<file path="src/rtl/pc_fetch_unit.sv">
// Instruction-fetch stage: program counter, next-PC select, IF/ID register,
// stall/flush handling and saturating fetch/flush performance counters.
module pc_fetch_unit #(
  parameter int unsigned          PC_W      = 16,
  parameter int unsigned          INSTR_W   = 16,
  parameter logic [PC_W-1:0]      RESET_PC  = '0,
  parameter logic [INSTR_W-1:0]   NOP_INSTR = '0
) (
  input  logic               clk,
  input  logic               reset,
  input  logic [1:0]         pc_src,
  input  logic [PC_W-1:0]    jump_target,
  input  logic [PC_W-1:0]    branch_target,
  input  logic [PC_W-1:0]    reg_target,
  input  logic               stall,
  input  logic [INSTR_W-1:0] imem_instr,
  output logic [PC_W-1:0]    imem_addr,
  output logic [INSTR_W-1:0] if_id_instr,
  output logic [PC_W-1:0]    if_id_pc_plus1,
  output logic               if_id_valid,
  output logic               redirect,
  output logic [15:0]        fetch_count,
  output logic [15:0]        flush_count
);

  localparam int unsigned CNT_W = 16;

  typedef enum logic [1:0] {
    SRC_SEQ    = 2'b00,
    SRC_JUMP   = 2'b01,
    SRC_BRANCH = 2'b10,
    SRC_REG    = 2'b11
  } pc_src_e;

  logic [PC_W-1:0]    pc_q, pc_d;
  logic [INSTR_W-1:0] instr_q, instr_d;
  logic [PC_W-1:0]    pc1_q, pc1_d;
  logic               valid_q, valid_d;
  logic [CNT_W-1:0]   fetch_cnt_q, fetch_cnt_d;
  logic [CNT_W-1:0]   flush_cnt_q, flush_cnt_d;

  logic [PC_W-1:0]    pc_plus1;
  logic [PC_W-1:0]    target;
  logic               redirect_c;

  // Target select; a bubble in IF/ID never redirects
  always_comb begin
    pc_plus1   = pc_q + PC_W'(1);
    redirect_c = valid_q & ~stall & (pc_src != SRC_SEQ);
    target     = pc_plus1;
    case (pc_src_e'(pc_src))
      SRC_JUMP:   target = jump_target;
      SRC_BRANCH: target = branch_target;
      SRC_REG:    target = reg_target;
      default:    target = pc_plus1;
    endcase
  end

  // Next-state: stall holds, redirect flushes, otherwise fetch sequentially
  always_comb begin
    pc_d        = pc_q;
    instr_d     = instr_q;
    pc1_d       = pc1_q;
    valid_d     = valid_q;
    fetch_cnt_d = fetch_cnt_q;
    flush_cnt_d = flush_cnt_q;
    if (!stall) begin
      if (redirect_c) begin
        pc_d    = target;
        instr_d = NOP_INSTR;
        valid_d = 1'b0;
        if (flush_cnt_q != '1) flush_cnt_d = flush_cnt_q + CNT_W'(1);
      end else begin
        pc_d    = pc_plus1;
        instr_d = imem_instr;
        pc1_d   = pc_plus1;
        valid_d = 1'b1;
        if (fetch_cnt_q != '1) fetch_cnt_d = fetch_cnt_q + CNT_W'(1);
      end
    end
  end

  always_ff @(posedge clk) begin
    if (reset) begin
      pc_q        <= RESET_PC;
      instr_q     <= NOP_INSTR;
      pc1_q       <= '0;
      valid_q     <= 1'b0;
      fetch_cnt_q <= '0;
      flush_cnt_q <= '0;
    end else begin
      pc_q        <= pc_d;
      instr_q     <= instr_d;
      pc1_q       <= pc1_d;
      valid_q     <= valid_d;
      fetch_cnt_q <= fetch_cnt_d;
      flush_cnt_q <= flush_cnt_d;
    end
  end

  assign imem_addr      = pc_q;
  assign if_id_instr    = instr_q;
  assign if_id_pc_plus1 = pc1_q;
  assign if_id_valid    = valid_q;
  assign redirect       = redirect_c;
  assign fetch_count    = fetch_cnt_q;
  assign flush_count    = flush_cnt_q;

endmodule

</file>
<file path="config.mk">
export PLATFORM = sky130hd
export DESIGN_NAME = pc_fetch_unit
export DESIGN_NICKNAME = d
export VERILOG_FILES = /design/src/rtl/pc_fetch_unit.sv
export SDC_FILE = /design/constraint.sdc
export NUM_CORES = 1
export LEC_CHECK = 0
export CAP_MARGIN = 20
export CORE_ASPECT_RATIO = 0.5
export CORE_UTILIZATION = 40
export CTS_BUF_LIST = sky130_fd_sc_hd__clkbuf_8
export DETAILED_ROUTE_END_ITERATION = 16
export PLACE_DENSITY = 0.82
export SLEW_MARGIN = 20
export SYNTH_ARGS = -nofsm -noshare
export SYNTH_HDL_FRONTEND = slang
export SYNTH_SLANG_ARGS = --single-unit
</file>
<file path="constraint.sdc">
create_clock -name clk -period 1.55 [get_ports clk]
set_input_delay 0.2325 -clock clk [delete_from_list [all_inputs] [get_ports clk]]
set_output_delay 0.2325 -clock clk [all_outputs]
set_load 0.01 [all_outputs]
</file>
# Word-level counts from Yosys, hierarchy flattened
# Index checks and enable logic that the tools add are counted.
totals:
  wordCells: 26
  input_bits: 69
  reg_bits: 81
  out_inout_bits: 82
classes:
  reduce_logical: 4
  n_mux: 4
  addsub: 3
  eq_ne: 5
  n_bitwise: 4
op_table:
  columns: ["op", "n"]
  rows:
  - ["$add A16 B1 Y16 const B", 3]
  - ["$pmux W16 S3", 1]
  - ["$mux W16", 2]
  - ["$ne A16 B16 Y1 const B", 2]
  - ["$reduce_and A3 Y1", 2]
  - ["$eq A2 B2 Y1 const B", 2]
  - ["$and A1 B1 Y1", 2]
  - ["$eq A2 B1 Y1 const B", 1]
  - ["$not A1 Y1", 2]
  - ["$reduce_and A2 Y1", 1]
  - ["$reduce_bool A2 Y1", 1]
  - ["$mux W1", 1]

# Longest topological paths before layout
# Gate-level depths: netlist (run 1).
depth:
  ltp_word: 5
  depth_mapped: 6
  depth_no_buf: 5

# Worst setup path after synthesis (run 1)
# No wires, ideal clock.
synth_timing:
  path_kind: "register to register"
  from: "register flush_cnt_q[8] (netlist: flush_count[8])"
  to: "register flush_cnt_q[15] (netlist: flush_count[15])"
  path_stages_with_launch: 5
  setup_time_ns: 0.121
  t_arrival_ns: 1.593
  path_buffers: 0
  path_slack_ns: -0.164
  required_ns: 1.429
  synth_period_minus_slack_ns: 1.714
  path_cell_list: "dfxtp_1 > nand4_1 > or2_1 > nor4_1 > mux2_2"
synth_between:
  elab_chain_cells: 2
  elab_cells_between_ends: 3
  classes_between: "add/sub (1); eq/ne (1); reduce/logical (1)"
synth_rtl:
  columns: ["item", "line", "rtl"]
  rows:
  - ["from (decl)", "40", "logic [CNT_W-1:0] flush_cnt_q, flush_cnt_d;"]
  - ["from (signal assigned)", "97", "flush_cnt_q <= flush_cnt_d;"]
  - ["parallel branches: the longest is 2 deep, another holds $add A16 B1 Y16", null, null]
# Several ways; the timed one is not identified.
# A chain may end at the register's enable or synchronous reset.

# Worst setup path after layout (run 1)
layout_timing:
  from: "register flush_cnt_q[1] (netlist: flush_count[1])"
  to: "register flush_cnt_q[15] (netlist: flush_count[15])"
# Same word-level chain as after synthesis.

==> impl_metrics.tcl, run 1 <==
set metrics [dict create \
    r2r_slack_ns -0.06 \
    clk_latency_ns 0.36 \
    synth_fp_nets 570 \
    cts_made_buffers 9 \
    synth_top_flop_cell "dfxtp_1" \
    hp-class "input port to register" \
    synth_area_leaders "dfxtp_1 37%, mux2_2 6.2%, nor2_1 4.2%" \
    post_synth_and_or_nand_nor_area_fraction_pct 24.8 \
    core-area_um2 10400 \
    hold_slack_ns 0.358 \
    synth_warnings 0 \
    max_stage_delay_ns 0.37 \
    ant_nets 0 \
    yosysMostFrequentCell "dfxtp_1" \
    synth_compound_area_share_pct 22.7 \
    die_y_um 75.9 \
    grt_max_degree 80 \
    ys_async_sr_fraction_pct 0 \
    ys_seq_elements 81 \
    max_freq_ghz 0.621 \
    drive_gt1_share_pct 35.2 \
    violations "setup timing" \
    status "finished with violations" \
    synth_top_area_share_pct 37.1 \
    vias_per_cell 5.52 \
    gp_congestion 0.897 \
    utilization_pct 70.8 \
    crit_path_cell_trace "ha_4, buf_12, inv_4, nor4_4, buf_4, nor4_1, mux2_2" \
    synthMuxAreaShare_pct 7.34 \
    htree_levels 3 \
    critPathSlowestCell "mux2_2" \
    numPortBuffers 150 \
    cp-end-kind "register" \
    num_rows 26 \
    hpwlAfterDp_mm 10.1 \
    finalPower_mw 4.59 \
    cts_root_buf "clkbuf_8" \
    post-route-period-util_pct 104 \
    cp.arrival_ns 1.86 \
    finalHoldViolations 0 \
    worst-path-max-fanout 4 \
    path_class "register to register" \
    finalNonFillerCells 884 \
    finalNetCount 812 \
    tightest_slew_ns 0.394 \
    drc 0 \
    cellLeakagePower_nw 3.06 \
    avgSynthCellArea_um2 8.77 \
    syn2layout_area_growth_pct 68.7 \
    p_per_area_nw_per_um2 623 \
    cts_tree "yes" \
    place_area_um2 6790 \
    syn_inst 498 \
    grt_pass1_wl_mm 21.8 \
    worst_slack_ns -0.0603 \
    cp_data_required_time_ns 1.80 \
    antenna_found_initial 0 \
    setup_tns_ns -0.212 \
    netlist_area_um2 4370 \
    slew_headroom_pct 73.5 \
    peakVddDrop_mv 0.410 \
    num_vias 4878 \
    synth_fa_ha_area_share_pct 0.860 \
    yosys.area_share.xor_xnor_pct 1.81 \
    grt_usage_pct 24.5 \
    placed_cells_incl_taps 852 \
    wl_per_cell_um 16.7 \
    synth_edf_count 0 \
    design_area_um2 7370 \
    start_util_pct 41.9 \
    fillers 763 \
    drt_wl_total_mm 14.7 \
    synth_common_cells "81 x dfxtp_1, 49 x nor2_1, 32 x a21oi_1" \
    clockBufferDepth 2 \
    setup_viol 8 \
    antenna_cells 0 \
    dieArea_um2 11400 \
    ios 151 \
    synth_top_area_cell "dfxtp_1" \
    die_w_um 150 \
    dr.pass1.iters 5 \
    clk_pin_slew_ns 0.09 \
    ys_seq_area_share_pct 37.1 \
    grt_pass1_vias 4447 \
    fin_crit_ns 1.61 \
    synth_top_family_by_area "simple AND/OR/NAND/NOR gates" \
    initialDrtViolationCount 316 \
    drv_cap 0 \
    cp-start-kind "register" \
    rsz0062_at_grt "yes" \
    cts_sinks 81 \
    finalClockSkew_ns 0.0127 \
    final_max_slew_viol_count 0 \
    synth_cell_types 68 \
    overflow 0 \
    pre_cts_ws_ns -0.517 \
]
==> registers in the layout, summed over array words and instances, names as in the netlist <==
signal / count
if_id_valid: 1
flush_count: 16
imem_addr: 16
fetch_count: 16
if_id_pc_plus1: 16
if_id_instr: 16
==> metal layers <==
metal | global-route usage [%] | share of wire (%) | vias to the layer above
li1 | - | - | 2365
met1 | 30.0 | 42 | 2300
met2 | 42.3 | 50 | 184
met3 | 6.83 | 6.7 | 29
met4 | 8.42 | 1.5 | 0
met5 | 0 | 0 | -
==> power breakdown <==
part	internal [mW]	switching, mW	total, mW
Sequential	2.15	0.0592	2.21
Clock	0.604	0.785	1.39
Combinational	0.549	0.439	0.988
==> worst paths after layout <==
check	startpoint	endpoint	cells past startpoint
max	flush_count[1]$_SDFFE_PP0P_	flush_count[15]$_SDFFE_PP0P_	7
min	reset	imem_addr[9]$_SDFFE_PP0N_	4
max reg2reg	flush_count[1]$_SDFFE_PP0P_	flush_count[15]$_SDFFE_PP0P_	7
min reg2reg	if_id_pc_plus1[1]$_SDFFE_PP0P_	if_id_pc_plus1[1]$_SDFFE_PP0P_	2
==> layout by cell type (no fill, tap or decap), types with 4 or more instances in the layout <==
| cell | instances |
|---|---|
| a21oi_1 | 22 |
| a21oi_2 | 10 |
| nand2_1 | 25 |
| dfxtp_4 | 9 |
| or4_1 | 5 |
| dlymetal6s2s_1 | 6 |
| nor3_1 | 12 |
| or4_4 | 8 |
| nor4_4 | 4 |
| xnor2_1 | 8 |
| clkbuf_8 | 10 |
| buf_6 | 9 |
| nand3_1 | 16 |
| o21a_1 | 4 |
| or3_1 | 7 |
| inv_1 | 18 |
| mux2i_1 | 5 |
| nand4_1 | 7 |
| buf_4 | 98 |
| a22o_1 | 11 |
| a211oi_1 | 8 |
| a311oi_1 | 5 |
| o32ai_1 | 7 |
| dfxtp_2 | 32 |
| a22oi_1 | 20 |
| clkdlybuf4s50_1 | 96 |
| nor2b_1 | 11 |
| o31ai_1 | 9 |
| mux2_2 | 23 |
| nand4_4 | 5 |
| buf_12 | 6 |
| o21ai_0 | 7 |
| dlygate4sd2_1 | 46 |
| o2bb2ai_1 | 5 |
| nor2_1 | 47 |
| dfxtp_1 | 40 |
==> what timing repair did <==
action,4_1_cts,5_1_grt
pin swaps,9,26
setup endpoints to repair,86,40
gates resized for setup,81,58
cloned,2,1
buffers inserted,9,7
hold buffers,0,0
==> critical path: cells and delay by family (launching register included) <==
kind,cells,cell delay (ns)
DFF,1,0.35
muxes,1,0.37
buffers and inverters,3,0.32
and+or+nand+nor,2,0.29
adders and majority gates,1,0.18
==> cell type report <==
cell class / count / area, um^2 / area share (%)
clock buffer: 10 / 138 / 1.87
clock inverter: 5 / 26.3 / 0.357
inverter: 19 / 73.8 / 1.00
multi-input combinational: 365 / 2830 / 38.4
sequential: 81 / 1700 / 23.0
tap: 140 / 175 / 2.38
timing repair buffer: 264 / 2430 / 33.0
==> cell families (layout without fill, tap and decap cells) <==
family                     count (synthesis)  count (layout)
AOI/OAI and AO/OA                        137             137
xor gates and xnor gates                   9               9
adders and majority gates                  3               3
buffers and inverters                     53             298
DFF                                       81              81
muxes                                     29              29
and+or+nand+nor                          186             187
Power figures use the tool's default switching activity.
==> inputs of run 2 (changes only) <==
--- a/config.mk
+++ b/config.mk
@@ -8,9 +8,10 @@
 export CAP_MARGIN = 20
 export CORE_ASPECT_RATIO = 0.5
 export CORE_UTILIZATION = 40
-export CTS_BUF_LIST = sky130_fd_sc_hd__clkbuf_8
+export CTS_BUF_LIST = sky130_fd_sc_hd__clkbuf_16
 export DETAILED_ROUTE_END_ITERATION = 16
-export PLACE_DENSITY = 0.82
+export DONT_BUFFER_PORTS = 1
+export PLACE_DENSITY = 0.63
 export SLEW_MARGIN = 20
 export SYNTH_ARGS = -nofsm -noshare
 export SYNTH_HDL_FRONTEND = slang
==> impl_metrics.tcl, run 2 (synthesis results as in run 1) <==
set metrics [dict create \
    status "finished with violations" \
    violations "setup timing" \
    grt_usage_pct 22.9 \
    ios 151 \
    finalNonFillerCells 727 \
    slew_headroom_pct 73.3 \
    htree_levels 3 \
    drc 0 \
    finalNetCount 654 \
    critPathSlowestCell "or4_4" \
    clk_pin_slew_ns 0.06 \
    drt_wl_total_mm 14.1 \
    p_per_area_nw_per_um2 864 \
    die_y_um 75.9 \
    cellLeakagePower_nw 2.21 \
    hpwlAfterDp_mm 8.77 \
    clk_latency_ns 0.34 \
    finalHoldViolations 0 \
    finalClockSkew_ns 0.00441 \
    placed_cells_incl_taps 692 \
    numPortBuffers 0 \
    cp_data_required_time_ns 1.82 \
    final_max_slew_viol_count 0 \
    grt_max_degree 59 \
    clockBufferDepth 2 \
    antenna_found_initial 0 \
    dr.pass1.iters 4 \
    antenna_cells 0 \
    overflow 0 \
    peakVddDrop_mv 0.597 \
    utilization_pct 58.3 \
    core-area_um2 10400 \
    dieArea_um2 11400 \
    worst_slack_ns -0.0467 \
    final_cell_mix "89 x buf_4, 48 x dfxtp_1, 47 x nor2_1" \
    place_area_um2 5180 \
    gp_congestion 0.813 \
    die_w_um 150 \
    finalPower_mw 5.24 \
    design_area_um2 6060 \
    max_stage_delay_ns 0.41 \
    num_vias 4236 \
    post-route-period-util_pct 103 \
    cp.arrival_ns 1.87 \
    cp-start-kind "register" \
    path_class "register to register" \
    hold_slack_ns 0.0259 \
    max_freq_ghz 0.626 \
    initialDrtViolationCount 244 \
    cts_made_buffers 9 \
    cp-end-kind "register" \
    cts_tree "yes" \
    final_common_cell "buf_4" \
    crit_path_cell_trace "nor2b_4, buf_12, nand4_4, buf_6, or4_4, a21oi_2" \
    hp-class "input port to register" \
    vias_per_cell 5.83 \
    setup_viol 8 \
    start_util_pct 41.9 \
    cts_sinks 81 \
    wl_per_cell_um 19.4 \
    cts_root_buf "clkbuf_16" \
    drv_cap 0 \
    grt_pass1_wl_mm 20.0 \
    tightest_slew_ns 0.398 \
    fin_crit_ns 1.60 \
    drive_gt1_share_pct 41.9 \
    rsz0062_at_grt "yes" \
    worst-path-max-fanout 6 \
    ant_nets 0 \
    grt_pass1_vias 3780 \
    syn2layout_area_growth_pct 38.9 \
    num_rows 26 \
]
[run 2: report_power, final]
part           internal, mW  switching [mW]  leakage (nW)
registers              2.16          0.0984         0.678
logic                 0.301           0.314          1.37
clock network          1.49           0.871         0.162
[run 2: critical path, delay by kind of cell, from the launching register on]
family,cells,cell delay (ns)
AOI/OAI and AO/OA,1,0.12
buffers and inverters,2,0.32
and+or+nand+nor,3,0.73
DFF,1,0.36
[run 2: final timing paths]
path,startpoint,to,slack (ns),cells past startpoint
min,reset,imem_addr[7]$_SDFFE_PP0N_,0.03,1
max,if_id_valid$_SDFFE_PP0N_,flush_count[9]$_SDFFE_PP0P_,-0.05,6
min reg2reg,if_id_pc_plus1[1]$_SDFFE_PP0P_,if_id_pc_plus1[1]$_SDFFE_PP0P_,0.54,2
max reg2reg,if_id_valid$_SDFFE_PP0N_,flush_count[9]$_SDFFE_PP0P_,-0.05,6
[run 2: repair_timing]
item	CTS	global route
endpoints found under the hold margin	58	0
resized for setup	11	66
endpoints found under the setup margin	12	42
hold buffers	2	0
setup buffers	4	9
pin swaps	6	29
gates cloned	0	4
[run 2: area by class of cell]
| class | instances | area, um^2 |
|---|---|---|
| clock buffer | 10 | 250 |
| clock inverter | 6 | 80.1 |
| fill | 911 | 4350 |
| inverter | 19 | 73.8 |
| multi-input combinational | 365 | 2860 |
| sequential | 81 | 1690 |
| tap | 140 | 175 |
| timing repair buffer | 106 | 942 |
[run 2: through the flow]
step | setup TNS, ns | setup slack [ns]
after floorplan | -0.518 | -0.113
after global placement | -0.00928 | -0.00608
after detailed placement | -0.206 | -0.0894
after CTS | -0.131 | -0.0346
after global routing | -1.24 | -0.114
final | -0.211 | -0.0467
[run 2: layer usage]
layer / wire length (um) / part of all wire, % / GRT usage, % / up-vias
li1: - / - / - / 2056
met1: 6320 / 45 / 29.4 / 2039
met2: 6640 / 47 / 38.7 / 131
met3: 990 / 7.0 / 6.35 / 10
met4: 125 / 0.89 / 5.84 / 0
met5: 0 / 0 / 0 / -
==> inputs of run 3 (changes only) <==
--- a/config.mk
+++ b/config.mk
@@ -12,6 +12,7 @@
 export DETAILED_ROUTE_END_ITERATION = 16
 export DONT_BUFFER_PORTS = 1
 export PLACE_DENSITY = 0.63
+export REMOVE_ABC_BUFFERS = 1
 export SLEW_MARGIN = 20
 export SYNTH_ARGS = -nofsm -noshare
 export SYNTH_HDL_FRONTEND = slang
==> impl_metrics.tcl, run 3 (synthesis results as in run 1) <==
set metrics [dict create \
    status "finished with violations" \
    violations "hold timing, setup timing" \
    dr.pass1.iters 4 \
    cp-end-kind "register" \
    grt_usage_pct 22.0 \
    numPortBuffers 0 \
    fillers 928 \
    cellLeakagePower_nw 2.13 \
    start_util_pct 41.9 \
    grt_max_degree 98 \
    die_w_um 150 \
    cp.arrival_ns 1.79 \
    rsz0062_at_grt "yes" \
    clk_latency_ns 0.34 \
    post-route-period-util_pct 102 \
    p_comb_share_pct 11.0 \
    setup_viol 4 \
    cp-start-kind "register" \
    slew_headroom_pct 75.6 \
    p_switching_mw 1.29 \
    final_common_cell "buf_4" \
    p_int_mw 3.71 \
    peakVddDrop_mv 0.475 \
    vias_per_cell 5.72 \
    path_class "register to register" \
    overflow 0 \
    tightest_slew_ns 0.363 \
    antenna_cells 0 \
    antenna_found_initial 0 \
    final_max_slew_viol_count 0 \
    syn2layout_area_growth_pct 34.6 \
    initialDrtViolationCount 213 \
    core-area_um2 10400 \
    ios 151 \
    cts_sinks 81 \
    num_rows 26 \
    cp_data_required_time_ns 1.77 \
    drt_wl_total_mm 12.8 \
    drc 0 \
    netSwitchingFraction_pct 25.8 \
    grt_pass1_wl_mm 19.2 \
    hpwlAfterDp_mm 8.68 \
    cts_root_buf "clkbuf_16" \
    max_freq_ghz 0.635 \
    p_seq_share_pct 45.2 \
    finalHoldViolations 23 \
    drive_gt1_share_pct 40.0 \
    finalNetCount 652 \
    gp_congestion 0.835 \
    finalClockSkew_ns 0.00867 \
    dieArea_um2 11400 \
    htree_levels 3 \
    fin_crit_ns 1.58 \
    cts_made_buffers 9 \
    cts_tree "yes" \
    clkPwrFrac_pct 43.8 \
    clockBufferDepth 2 \
    hp-class "input port to register" \
    clk_pin_slew_ns 0.06 \
    p_per_area_nw_per_um2 849 \
    ant_nets 0 \
    die_y_um 75.9 \
    grt_pass1_vias 3730 \
    wl_per_cell_um 17.6 \
    worst-path-max-fanout 6 \
    hold_slack_ns -0.0324 \
    worst_slack_ns -0.0253 \
    drv_cap 0 \
    design_area_um2 5880 \
    place_area_um2 5100 \
    num_vias 4147 \
    final_cell_mix "91 x buf_4, 59 x dfxtp_1, 47 x nor2_1" \
]
## run 3: critical path, stage by stage, from the launching register on
cell	delay, ns
dfxtp_2	0.33
buf_4	0.17
o21ai_4	0.12
nand4b_4	0.17
nor4b_2	0.28
mux2_2	0.38
## run 3: metal layers
layer / GRT usage, % / wire [um] / up-vias
met5: 0 / 0 / -
met4: 6.62 / 144 / 0
met3: 6.41 / 740 / 12
met2: 37.4 / 6160 / 105
met1: 27.5 / 5720 / 1985
li1: - / - / 2045
## run 3: final timing paths
kind | start | end | slack [ns] | cells past startpoint
hold / removal | reset | if_id_pc_plus1[5]$_SDFFE_PP0P_ | -0.03 | 1
setup reg to reg | if_id_valid$_SDFFE_PP0N_ | fetch_count[13]$_SDFFE_PP0P_ | -0.03 | 5
setup / recovery | if_id_valid$_SDFFE_PP0N_ | fetch_count[13]$_SDFFE_PP0P_ | -0.03 | 5
hold reg to reg | flush_count[14]$_SDFFE_PP0P_ | flush_count[14]$_SDFFE_PP0P_ | 0.49 | 2
## run 3: timing repair
item / in CTS / in global routing
gates resized for setup: 36 / 57
endpoints found under the setup margin: 32 / 46
buffers inserted: 9 / 4
pin swaps: 12 / 24
hold endpoints to repair: 55 / 58
## run 3: stage by stage
step / cells / setup TNS [ns] / power [mW] / util [%] / setup slack [ns]
6_report: 725 / -0.0400 / 4.99 / 56.5 / -0.0253
5_1_grt: 725 / -1.13 / 5.18 / 56.5 / -0.0916
4_1_cts: 721 / -0.0696 / 5.01 / 54.0 / -0.0256
3_5_place_dp: 696 / -0.773 / 2.80 / 49.0 / -0.118
3_3_place_gp: 696 / -0.151 / 2.79 / 49.0 / -0.0526
2_1_floorplan: 464 / -20.43 / 2.60 / - / -0.626
## run 3: power by group through the flow
stage	logic, mW	registers (mW)	clock network (mW)
after floorplan	0.295	2.31	0
after global placement	0.501	2.29	0
after detailed placement	0.508	2.29	0
after CTS	0.534	2.25	2.23
after global routing	0.608	2.27	2.31
final	0.548	2.26	2.19
## run 3: final cells by class
| cell class | count | area (um^2) | area share (%) |
|---|---|---|---|
| Multi-Input combinational cell | 364 | 2810 | 47.8 |
| Sequential cell | 81 | 1650 | 28.1 |
| Timing Repair Buffer | 105 | 867 | 14.8 |
| Clock buffer | 9 | 225 | 3.83 |
| Tap cell | 140 | 175 | 2.98 |
| Clock inverter | 7 | 78.8 | 1.34 |
| Inverter | 19 | 73.8 | 1.26 |
